File: src/rtl/pong_game_ctrl_if.sv
// Signal bundle between the Pong rally sequencer and the ball/paddle/score blocks.
// The master side feeds frame pacing, button and miss flags; the slave is the sequencer.
interface pong_game_ctrl_if;
  logic       frame_tick;
  logic       start;
  logic       miss_left;
  logic       miss_right;
  logic       game_over;
  logic       ball_run;
  logic       ball_center;
  logic       serve_dir;
  logic       score_miss_left;
  logic       score_miss_right;
  logic       score_clear;
  logic [2:0] state;

  modport master (
    output frame_tick, start, miss_left, miss_right, game_over,
    input  ball_run, ball_center, serve_dir,
    input  score_miss_left, score_miss_right, score_clear, state
  );

  modport slave (
    input  frame_tick, start, miss_left, miss_right, game_over,
    output ball_run, ball_center, serve_dir,
    output score_miss_left, score_miss_right, score_clear, state
  );
endinterface

File: src/rtl/pong_game_ctrl.sv
// Rally sequencer: idle -> serve hold -> play -> point pause -> serve/over,
// paced by the frame tick, with all outputs registered alongside the state.
module pong_game_ctrl #(
  parameter int SERVE_FRAMES = 60,
  parameter int PAUSE_FRAMES = 90
) (
  input logic              i_clk,
  input logic              i_reset,
  pong_game_ctrl_if.slave  io_bus
);

  typedef enum logic [2:0] {
    S_IDLE  = 3'd0,
    S_SERVE = 3'd1,
    S_PLAY  = 3'd2,
    S_POINT = 3'd3,
    S_OVER  = 3'd4
  } state_t;

  localparam logic [7:0] LP_SERVE = 8'(SERVE_FRAMES);
  localparam logic [7:0] LP_PAUSE = 8'(PAUSE_FRAMES);

  state_t     r_state;
  logic [7:0] r_cnt;
  logic       r_start_q;
  logic       r_ball_run;
  logic       r_ball_center;
  logic       r_serve_dir;
  logic       r_miss_l;
  logic       r_miss_r;
  logic       r_clear;

  logic w_start_edge;
  logic w_last_tick;

  assign w_start_edge = io_bus.start & ~r_start_q;
  assign w_last_tick  = io_bus.frame_tick && (r_cnt == 8'd1);

  always_ff @(posedge i_clk) begin
    if (i_reset) begin
      // start_q comes up high so a button held through reset is not an edge
      r_state       <= S_IDLE;
      r_cnt         <= 8'd0;
      r_start_q     <= 1'b1;
      r_ball_run    <= 1'b0;
      r_ball_center <= 1'b1;
      r_serve_dir   <= 1'b1;
      r_miss_l      <= 1'b0;
      r_miss_r      <= 1'b0;
      r_clear       <= 1'b0;
    end else begin
      r_start_q <= io_bus.start;
      r_miss_l  <= 1'b0;
      r_miss_r  <= 1'b0;
      r_clear   <= 1'b0;

      case (r_state)
        S_IDLE, S_OVER: begin
          if (w_start_edge) begin
            r_state     <= S_SERVE;
            r_cnt       <= LP_SERVE;
            r_serve_dir <= 1'b1;
            r_clear     <= 1'b1;
          end
        end

        S_SERVE: begin
          if (io_bus.frame_tick) begin
            r_cnt <= r_cnt - 8'd1;
            if (w_last_tick) begin
              r_state       <= S_PLAY;
              r_ball_run    <= 1'b1;
              r_ball_center <= 1'b0;
            end
          end
        end

        S_PLAY: begin
          // left miss wins a tie; conceding player receives the next serve
          if (io_bus.miss_left || io_bus.miss_right) begin
            r_state       <= S_POINT;
            r_cnt         <= LP_PAUSE;
            r_ball_run    <= 1'b0;
            r_ball_center <= 1'b1;
            r_serve_dir   <= ~io_bus.miss_left;
            r_miss_l      <= io_bus.miss_left;
            r_miss_r      <= ~io_bus.miss_left;
          end
        end

        S_POINT: begin
          if (io_bus.frame_tick) begin
            r_cnt <= r_cnt - 8'd1;
            if (w_last_tick) begin
              if (io_bus.game_over) begin
                r_state <= S_OVER;
              end else begin
                r_state <= S_SERVE;
                r_cnt   <= LP_SERVE;
              end
            end
          end
        end

        default: begin
          r_state       <= S_IDLE;
          r_ball_run    <= 1'b0;
          r_ball_center <= 1'b1;
        end
      endcase
    end
  end

  assign io_bus.state            = r_state;
  assign io_bus.ball_run         = r_ball_run;
  assign io_bus.ball_center      = r_ball_center;
  assign io_bus.serve_dir        = r_serve_dir;
  assign io_bus.score_miss_left  = r_miss_l;
  assign io_bus.score_miss_right = r_miss_r;
  assign io_bus.score_clear      = r_clear;

endmodule

File: src/flat_wrapper.sv
// flat-port wrapper written by rule: the top's interface ports become plain ports
module pong_game_ctrl_flat 
#(
  parameter int SERVE_FRAMES = 60,
  parameter int PAUSE_FRAMES = 90
)
  (i_clk, i_reset, io_bus_frame_tick, io_bus_start, io_bus_miss_left, io_bus_miss_right, io_bus_game_over, io_bus_ball_run, io_bus_ball_center, io_bus_serve_dir, io_bus_score_miss_left, io_bus_score_miss_right, io_bus_score_clear, io_bus_state);
  pong_game_ctrl_if io_bus_i ();
  input logic i_clk;
  input logic i_reset;
  input wire logic [$bits(io_bus_i.frame_tick)-1:0] io_bus_frame_tick;
  input wire logic [$bits(io_bus_i.start)-1:0] io_bus_start;
  input wire logic [$bits(io_bus_i.miss_left)-1:0] io_bus_miss_left;
  input wire logic [$bits(io_bus_i.miss_right)-1:0] io_bus_miss_right;
  input wire logic [$bits(io_bus_i.game_over)-1:0] io_bus_game_over;
  output wire logic [$bits(io_bus_i.ball_run)-1:0] io_bus_ball_run;
  output wire logic [$bits(io_bus_i.ball_center)-1:0] io_bus_ball_center;
  output wire logic [$bits(io_bus_i.serve_dir)-1:0] io_bus_serve_dir;
  output wire logic [$bits(io_bus_i.score_miss_left)-1:0] io_bus_score_miss_left;
  output wire logic [$bits(io_bus_i.score_miss_right)-1:0] io_bus_score_miss_right;
  output wire logic [$bits(io_bus_i.score_clear)-1:0] io_bus_score_clear;
  output wire logic [$bits(io_bus_i.state)-1:0] io_bus_state;
  assign io_bus_i.frame_tick = io_bus_frame_tick;
  assign io_bus_i.start = io_bus_start;
  assign io_bus_i.miss_left = io_bus_miss_left;
  assign io_bus_i.miss_right = io_bus_miss_right;
  assign io_bus_i.game_over = io_bus_game_over;
  assign io_bus_ball_run = io_bus_i.ball_run;
  assign io_bus_ball_center = io_bus_i.ball_center;
  assign io_bus_serve_dir = io_bus_i.serve_dir;
  assign io_bus_score_miss_left = io_bus_i.score_miss_left;
  assign io_bus_score_miss_right = io_bus_i.score_miss_right;
  assign io_bus_score_clear = io_bus_i.score_clear;
  assign io_bus_state = io_bus_i.state;
  pong_game_ctrl #(.SERVE_FRAMES(SERVE_FRAMES), .PAUSE_FRAMES(PAUSE_FRAMES)) u_core (.i_clk(i_clk), .i_reset(i_reset), .io_bus(io_bus_i));
endmodule
File: config.mk
export PLATFORM = sky130hd
export DESIGN_NAME = pong_game_ctrl_flat
export DESIGN_NICKNAME = d
export VERILOG_FILES = /design/src/rtl/pong_game_ctrl_if.sv /design/src/rtl/pong_game_ctrl.sv /design/src/flat_wrapper.sv
export SDC_FILE = /design/constraint.sdc
export NUM_CORES = 1
export LEC_CHECK = 0
export CAP_MARGIN = 40
export CORE_MARGIN = 2
export CORE_UTILIZATION = 47
export CTS_CLUSTER_SIZE = 30
export DETAILED_ROUTE_END_ITERATION = 12
export PLACE_DENSITY = 0.74
export SYNTH_ARGS = -nofsm -noshare
export SYNTH_HDL_FRONTEND = slang
export SYNTH_SLANG_ARGS = --single-unit
File: constraint.sdc
create_clock -name i_clk -period 1.6 [get_ports i_clk]
set_input_delay 0.32 -clock i_clk [delete_from_list [all_inputs] [get_ports i_clk]]
set_output_delay 0.32 -clock i_clk [all_outputs]
set_load 0.01 [all_outputs]
### Yosys cells after proc, flatten, opt, wreduce, memory -nomap -nowiden

Index checks and enable logic that the tools add are counted.

* add/subtract/negate cells: 1
* equality and inequality tests: 11
* mux-type cells: 27
* bitwise logic cells: 7
* reduce and logical (&&, ||, !) cells: 13

Operators by type and width (count)
* 8-bit two-way mux: 6
* 8-bit case mux with 4 select lines: 1
* 3-bit two-way mux: 7
* 3-bit case mux with 4 select lines: 1
* 1-bit two-way mux: 9
* 8-bit by 1-bit equality test with 1-bit output, second input constant: 1
* 2-bit by 1-bit inequality test with 1-bit output, second input constant: 4
* 8-bit by 1-bit subtractor with 8-bit output, second input constant: 1
* 3-bit by 2-bit equality test with 1-bit output, second input constant: 2
* 1-bit NOT: 6
* 1-bit case mux with 3 select lines: 2
* 6-bit AND reduction: 1
* 3-bit OR reduction: 2
* 5-bit AND reduction: 1
* 2-bit inequality test, second input constant: 2
* 4-bit AND reduction: 1
* 4-bit nonzero test: 1
* 2-bit OR reduction: 2
* 3-bit by 1-bit equality test with 1-bit output, second input constant: 1
* 3-bit equality test, second input constant: 1
* 3-bit logical NOT: 1
* 3-bit AND reduction: 1
* 1-bit case mux with 2 select lines: 1
* 2-bit nonzero test: 1
* other kinds (3): 3

* register bits after elaboration: 18
* input bits: 7
* output and inout port bits: 9
* word-level logic and storage cells: 68

### Depth between registers and ports, before layout

Gate-level depths: netlist (run 1).

* word-level depth: 5
* depth in mapped cells: 7
* gate-level depth less buffers: 7

### Worst setup path before layout (run 1)

No wires, ideal clock.

* path kind: register -> register
* from: register u_core.r_state[0] (netlist: u_core.io_bus.state[0])
* to: register u_core.r_state[2] (netlist: u_core.io_bus.state[2])
* setup time: 0.071 ns
* data arrival time: 1.540 ns
* required time: 1.529 ns
* path slack: -0.011 ns
* cell stages (with the launch flop): 5
* buffers on the path: 1
* period minus slack after synthesis: 1.611 ns
* cells stage by stage: dfxtp_1 clkbuf_1 nand2b_1 or4_1 a21oi_1

* word-level cells in the longest chain between the ends: 4
* elaborated cells on any way between the ends: 14
* classes of those cells: eq/ne (10); mux (1); reduce/logical (3)

Ends and longest elaborated chain
* start: declaration: line pong_game_ctrl.sv:23 `state_t r_state;`
* start signal: assignment: line pong_game_ctrl.sv:42 `r_state <= S_IDLE;`
* start signal: assignment: line pong_game_ctrl.sv:60 `r_state <= S_SERVE;`
* start signal: assignment: line pong_game_ctrl.sv:71 `r_state <= S_PLAY;`
* 3-bit equality test or 3-bit logical NOT (tied branches): line pong_game_ctrl.sv:57 `case (r_state)`
* 2-bit OR reduction: line pong_game_ctrl.sv:57
* 2-bit by 1-bit inequality test with 1-bit output (no source line)
* 6-bit AND reduction (no source line)

Parallel ways exist; a longest one is shown, timed or not.
A chain may end at the register's enable or synchronous reset.

### Final worst setup path (run 1)

* from: register u_core.r_cnt[3]
* to: register u_core.r_cnt[2]

* word-level cells in the longest chain between the ends: 5

Ends and longest elaborated chain
* start: declaration: line pong_game_ctrl.sv:24 `logic [7:0] r_cnt;`
* start signal: assignment: line pong_game_ctrl.sv:69 `r_cnt <= r_cnt - 8'd1;`
* start signal: assignment: line pong_game_ctrl.sv:93 `r_cnt <= r_cnt - 8'd1;`
* 8-bit by 1-bit equality test with 1-bit output: line pong_game_ctrl.sv:37 `assign w_last_tick = io_bus.frame_tick && (r_cnt == 8'd1);`
* 1-bit logical AND: line pong_game_ctrl.sv:37
* 8-bit two-way mux: line pong_game_ctrl.sv:94 `if (w_last_tick) begin`
* 8-bit two-way mux: line pong_game_ctrl.sv:92 `if (io_bus.frame_tick) begin`
* 8-bit case mux with 4 select lines: line pong_game_ctrl.sv:57

Every way passes these cells. The select of a mux whose other input is x is not followed.

==> results of run 1 <==
==> state kept, by name (all words and copies together), names as in the netlist <==
| register | cells |
|---|---|
| u_core.r_start_q | 1 |
| u_core.r_cnt | 8 |
| u_core.io_bus.score_miss_right | 1 |
| u_core.io_bus.ball_center | 1 |
| u_core.io_bus.serve_dir | 1 |
| u_core.io_bus.score_clear | 1 |
| u_core.io_bus.ball_run | 1 |
| u_core.io_bus.score_miss_left | 1 |
| u_core.io_bus.state | 3 |
==> Yosys cell counts, types with 2 or more instances <==
master    instances
a31oi_1           2
clkbuf_1          2
inv_1             8
a22oi_1           3
a22o_1            2
or2_2             3
nor4_4            2
and3_1            2
nand2b_1          5
nand3_1           3
a221oi_1          2
nor2b_1           2
nor2_1           11
nand2_1          11
or4_1             3
dfxtp_1          18
ha_1              2
o21ai_0           5
a21oi_1           6
==> power by group through the flow <==
stage / combinational (mW) / clock (mW) / sequential (mW)
2_1_floorplan: 0.726 / 0 / 0.710
3_3_place_gp: 1.31 / 0 / 0.686
3_5_place_dp: 1.33 / 0 / 0.697
4_1_cts: 1.41 / 0.292 / 0.706
5_1_grt: 1.83 / 0.318 / 0.732
6_report: 1.70 / 0.299 / 0.720
==> stage by stage <==
step	area [um^2]	hold slack [ns]	utilization (%)	worst slack [ns]
5_1_grt	1680	0.498	78.0	-0.190
4_1_cts	1510	0.493	70.2	-0.0399
3_5_place_dp	1430	0.463	66.3	-0.275
6_report	1680	0.475	78.0	-0.154
2_1_floorplan	1050	0.396	-	0.0119
3_3_place_gp	1430	0.456	66.3	-0.221
==> per-layer routing <==
metal	vias up	part of all wire, %	track usage [%]
met5	-	0	0
met4	0	3.2	9.46
met1	559	39	31.3
met3	17	4.9	3.80
li1	555	-	-
met2	52	52	41.8
==> worst paths after layout <==
path | startpoint | endpoint | slack (ns) | depth (start not counted)
max reg2reg | u_core.r_cnt[3] | u_core.r_cnt[2] | -0.15 | 5
min | u_core.io_bus.ball_center | u_core.io_bus.ball_center | 0.48 | 2
max | u_core.r_cnt[3] | u_core.r_cnt[2] | -0.15 | 5
min reg2reg | u_core.io_bus.ball_center | u_core.io_bus.ball_center | 0.48 | 2
==> timing repair <==
| action | 4_1_cts | 5_1_grt |
|---|---|---|
| setup endpoints to repair | 13 | 14 |
| buffers inserted | 4 | 4 |
| pin swaps | 6 | 14 |
| resized for setup | 13 | 29 |
==> cells by family (layout without fill, tap and decap cells) <==
kind of cell               count (synthesis)  in the layout
AOI/OAI and AO/OA                         35             35
adders and majority gates                  2              2
xor gates and xnor gates                   2              2
muxes                                      1              1
buffers and inverters                     12             62
and+or+nand+nor                           52             52
DFF                                       18             18
==> area by class of cell <==
class                      count  area share (%)
tap                           28            2.09
sequential                    18            22.5
multi-input combinational     92            45.8
inverter                       8            1.79
clock buffer                   4            2.17
timing repair buffer          50            25.7
==> worst reg2reg max path, delay by kind of cell (launching register included) <==
family                 cells  cell delay, ns
AO/OA/AOI/OAI              2            0.28
flip-flops                 1            0.37
buffers and inverters      1            0.18
AND/OR/NAND/NOR            2            0.83
==> results.cfg, run 1 <==
[run_status]
status = finished, violations left
violations = negative setup slack

[global_route]
grt-ovfl-total = 0
grt_pass1_wl_um = 4850
track_usage_pct = 24.7
antenna_found_initial = 0
grt_pass1_vias = 1043
grt_start_max_net_pins = 11

[timing]
min_period_over_period_pct = 110
fmax_mhz = 570
fin_crit_ns = 1.75
fin_tns_setup_ns = -0.826
rsz0062_at_grt = yes
slew_violations = 0
setup_viol = 10
worst_slack_ns = -0.154
hold_viol = 0
clock-skew-final_ns = 0.00801
worstMarginPinSlew_ns = 0.434
slew_headroom_pct = 70.9

[final_layout]
n_antenna_cell = 0
layout_commonest_cell = buf_4
drive_gt1_share_pct = 41.9
regArea_um2 = 377
syn2layout_area_growth_pct = 60.0
nets = 182
final.fill_count = 150
finalNonFillerCells = 200
multi_input_area_um2 = 767
layout_common_cells = 31 x buf_4, 11 x clkdlybuf4s50_1, 11 x dfxtp_1, 10 x nor2_1, 10 x nand2_1

[route]
drc = 0
ant_nets = 0
drt_iter0_drc = 30
routedWlPerCell_um = 17.1
first_pass_iters = 4
vias = 1183
routed_via_density = 5.92
wirelength_um = 3430

[power]
combPwrFrac_pct = 62.6
irDropWorstVdd_mv = 1.02
p_total_mw = 2.72
p_switching_mw = 1.15
power.internal_mw = 1.57
p_seq_share_pct = 26.5
p_clk_share_pct = 11.0
power_density_nw_per_um2 = 1620
power.leakage_nw = 0.696
swShare_pct = 42.4

[cts]
tritoncts = built
root_buffer = clkbuf_4
path_clk_slew_ns = 0.12
cts_buffers = 3
clock_sinks = 18
cts.path.max_buffers = 2
hold_buffers = 0
worstSkewPairLatency_ns = 0.31
htreeDepth = 1

[worst_setup_path]
crit_type = flop to flop
worst-path-max-fanout = 3
startpoint_type = flop
required_ns = 1.81
path_buf_inv = 1
slowest_stage = or4b_4
crit_arrival_ns = 1.97
crit_family = simple AND/OR/NAND/NOR gates
path_cells = or4b_4 > nor4_4 > buf_4 > o21ai_2 > a221oi_2
critical_path.max_stage_delay_ns = 0.57
end_kind = flop

[synthesis]
ys_seq_elements = 18
syn_area_um2 = 1050
syn_nets = 131
yosys-top-cells-area = dfxtp_1 34%, nor4_4 4.1%, nand2_1 3.9%
async_reset_ff_share_pct = 0
yosys_warnings = 0
synth_fa_ha_area_share_pct = 2.39
synth_top_family_by_area = simple AND/OR/NAND/NOR gates
synth_top_area_cell = dfxtp_1
synth_compound_area_share_pct = 25.1
synthXorXnorAreaFrac_pct = 1.67
synth-simple-area-share_pct = 30.9
yosysUniqueCellTypes = 49
netlist.area_leader.share_pct = 34.4
synth_edf_count = 0
ys.flop_type = dfxtp_1
synth.mux.area_fraction_pct = 0.956
synth.avg_cell_area_um2 = 8.58
synth_seq_area_share_pct = 34.4
synthCells = 122

[floorplan]
die_w_um = 51.2
rows = 17
initial_core_util_pct = 48.7
core_um2 = 2150
io_pins = 16
fp.dieH_um = 51.2
die_area_um2 = 2620

[place]
gp_congestion = 0.907
hpwl_um = 2140
port_buffers = 15
place_inst = 189

[hold_path]
hp-class = flop to flop

[job]
cap_violations = 0
Power figures use the tool's default switching activity.
==> run 2: changes to the inputs <==
--- a/config.mk
+++ b/config.mk
@@ -10,6 +10,7 @@
 export CORE_UTILIZATION = 47
 export CTS_CLUSTER_SIZE = 30
 export DETAILED_ROUTE_END_ITERATION = 12
+export GPL_TIMING_DRIVEN = 0
 export PLACE_DENSITY = 0.74
 export SYNTH_ARGS = -nofsm -noshare
 export SYNTH_HDL_FRONTEND = slang
==> results.cfg, run 2 (synthesis results as in run 1) <==
[route]
vias = 1080
drc = 0
wirelength_um = 2890
first_pass_iters = 4
routedWlPerCell_um = 16.2
ant_nets = 0
drt_iter0_drc = 31
routed_via_density = 6.03

[global_route]
grt_start_max_net_pins = 11
grt_pass1_vias = 974
antenna_found_initial = 0
grt-ovfl-total = 0
track_usage_pct = 22.9
grt_pass1_wl_um = 4440

[final_layout]
finalNonFillerCells = 179
multi_input_area_um2 = 732
layout_commonest_cell = dfxtp_1
drive_gt1_share_pct = 29.8
n_antenna_cell = 0
largest_register_ff_count = 8
finish.utilization_pct = 68.3
nets = 161
final.fill_count = 176
regArea_um2 = 373
syn2layout_area_growth_pct = 40.0
top_register = u_core.r_cnt
layout_common_cells = 14 x dfxtp_1, 13 x clkdlybuf4s50_1, 12 x buf_4, 11 x nand2_1, 9 x nor2_1

[cts]
hold_buffers = 0
worstSkewPairLatency_ns = 0.30
root_buffer = clkbuf_4
cts.path.max_buffers = 2
cts_buffers = 3
path_clk_slew_ns = 0.11
clock_sinks = 18
tritoncts = built
htreeDepth = 1

[worst_setup_path]
crit_type = flop to flop
worst-path-max-fanout = 4
path_buf_inv = 1
crit_family = simple AND/OR/NAND/NOR gates
crit_arrival_ns = 1.86
r2r-start = u_core.r_cnt[3]
slowest_stage = or4b_4
end_kind = flop
critPathLaunch = u_core.r_cnt[3]
required_ns = 1.80
startpoint_type = flop
path_cells = or4b_4 > nor4_4 > buf_4 > o21ai_0 > a32o_1
critical_path.max_stage_delay_ns = 0.57

[floorplan]
core_um2 = 2150
die_w_um = 51.2
die_area_um2 = 2620
fp.dieH_um = 51.2
initial_core_util_pct = 48.7
io_pins = 16
rows = 17

[place]
port_buffers = 15
hpwl_um = 1840
gp_congestion = 0.876
place_inst = 165

[power]
power_density_nw_per_um2 = 1590
irDropWorstVdd_mv = 1.11
power.leakage_nw = 0.558
p_total_mw = 2.34

[timing]
clock-skew-final_ns = 0.00484
hold_viol = 0
rsz0062_at_grt = yes
worstMarginPinSlew_ns = 0.581
worst_slack_ns = -0.0591
fin_crit_ns = 1.66
setup_viol = 8
fmax_mhz = 603
slew_violations = 0
min_period_over_period_pct = 104
hold_ws_ns = 0.489
slew_headroom_pct = 61.3

[job]
cap_violations = 0

[hold_path]
hp-class = flop to flop
hp-start = u_core.io_bus.ball_run

[run_status]
violations = negative setup slack
status = finished, violations left
run 2: path summary, 6_finish.rpt:
check | depth (start not counted) | endpoint | slack, ns
max reg2reg | 5 | u_core.r_cnt[1] | -0.06
max | 5 | u_core.r_cnt[1] | -0.06
min reg2reg | 1 | u_core.io_bus.ball_run | 0.49
min | 1 | u_core.io_bus.ball_run | 0.49
run 2: what timing repair did:
item	4_1_cts	5_1_grt
pin swaps	8	15
buffers inserted	7	3
gates resized for setup	13	21
setup endpoints to repair	12	14
cloned	0	0
run 2: area by class of cell:
| cell class | instances | area share (%) |
|---|---|---|
| multi-input combinational | 92 | 49.9 |
| sequential | 18 | 25.4 |
| timing repair buffer | 25 | 16.0 |
| clock buffer | 4 | 2.47 |
| tap | 28 | 2.39 |
| inverter | 8 | 2.05 |
| buffer | 4 | 1.79 |
run 2: metrics by stage:
stage	cell area, um^2	setup WS (ns)	TNS [ns]
after detailed placement	1230	-0.314	-2.95
final	1470	-0.0591	-0.288
after CTS	1370	-0.109	-0.693
after global routing	1470	-0.0955	-0.729
after floorplan	1050	0.0119	0
after global placement	1230	-0.316	-2.83
run 2: routing by layer:
metal | vias up | wire length, um | global-route usage, %
met5 | - | 0 | 0
met4 | 0 | 65 | 13.5
met3 | 7 | 129 | 3.80
met2 | 47 | 1430 | 36.1
met1 | 514 | 1260 | 29.3
li1 | 512 | - | -
run 2: power breakdown:
part           switching, mW  internal (mW)
Combinational          0.686          0.636
Clock                  0.148          0.139
Sequential             0.145          0.583
==> run 3: changes to the inputs <==
--- a/config.mk
+++ b/config.mk
@@ -10,7 +10,6 @@
 export CORE_UTILIZATION = 47
 export CTS_CLUSTER_SIZE = 30
 export DETAILED_ROUTE_END_ITERATION = 12
-export GPL_TIMING_DRIVEN = 0
 export PLACE_DENSITY = 0.74
 export SYNTH_ARGS = -nofsm -noshare
 export SYNTH_HDL_FRONTEND = slang
==> results of run 3 <==
Final layout, timing and power as in run 1 (identical DEF).
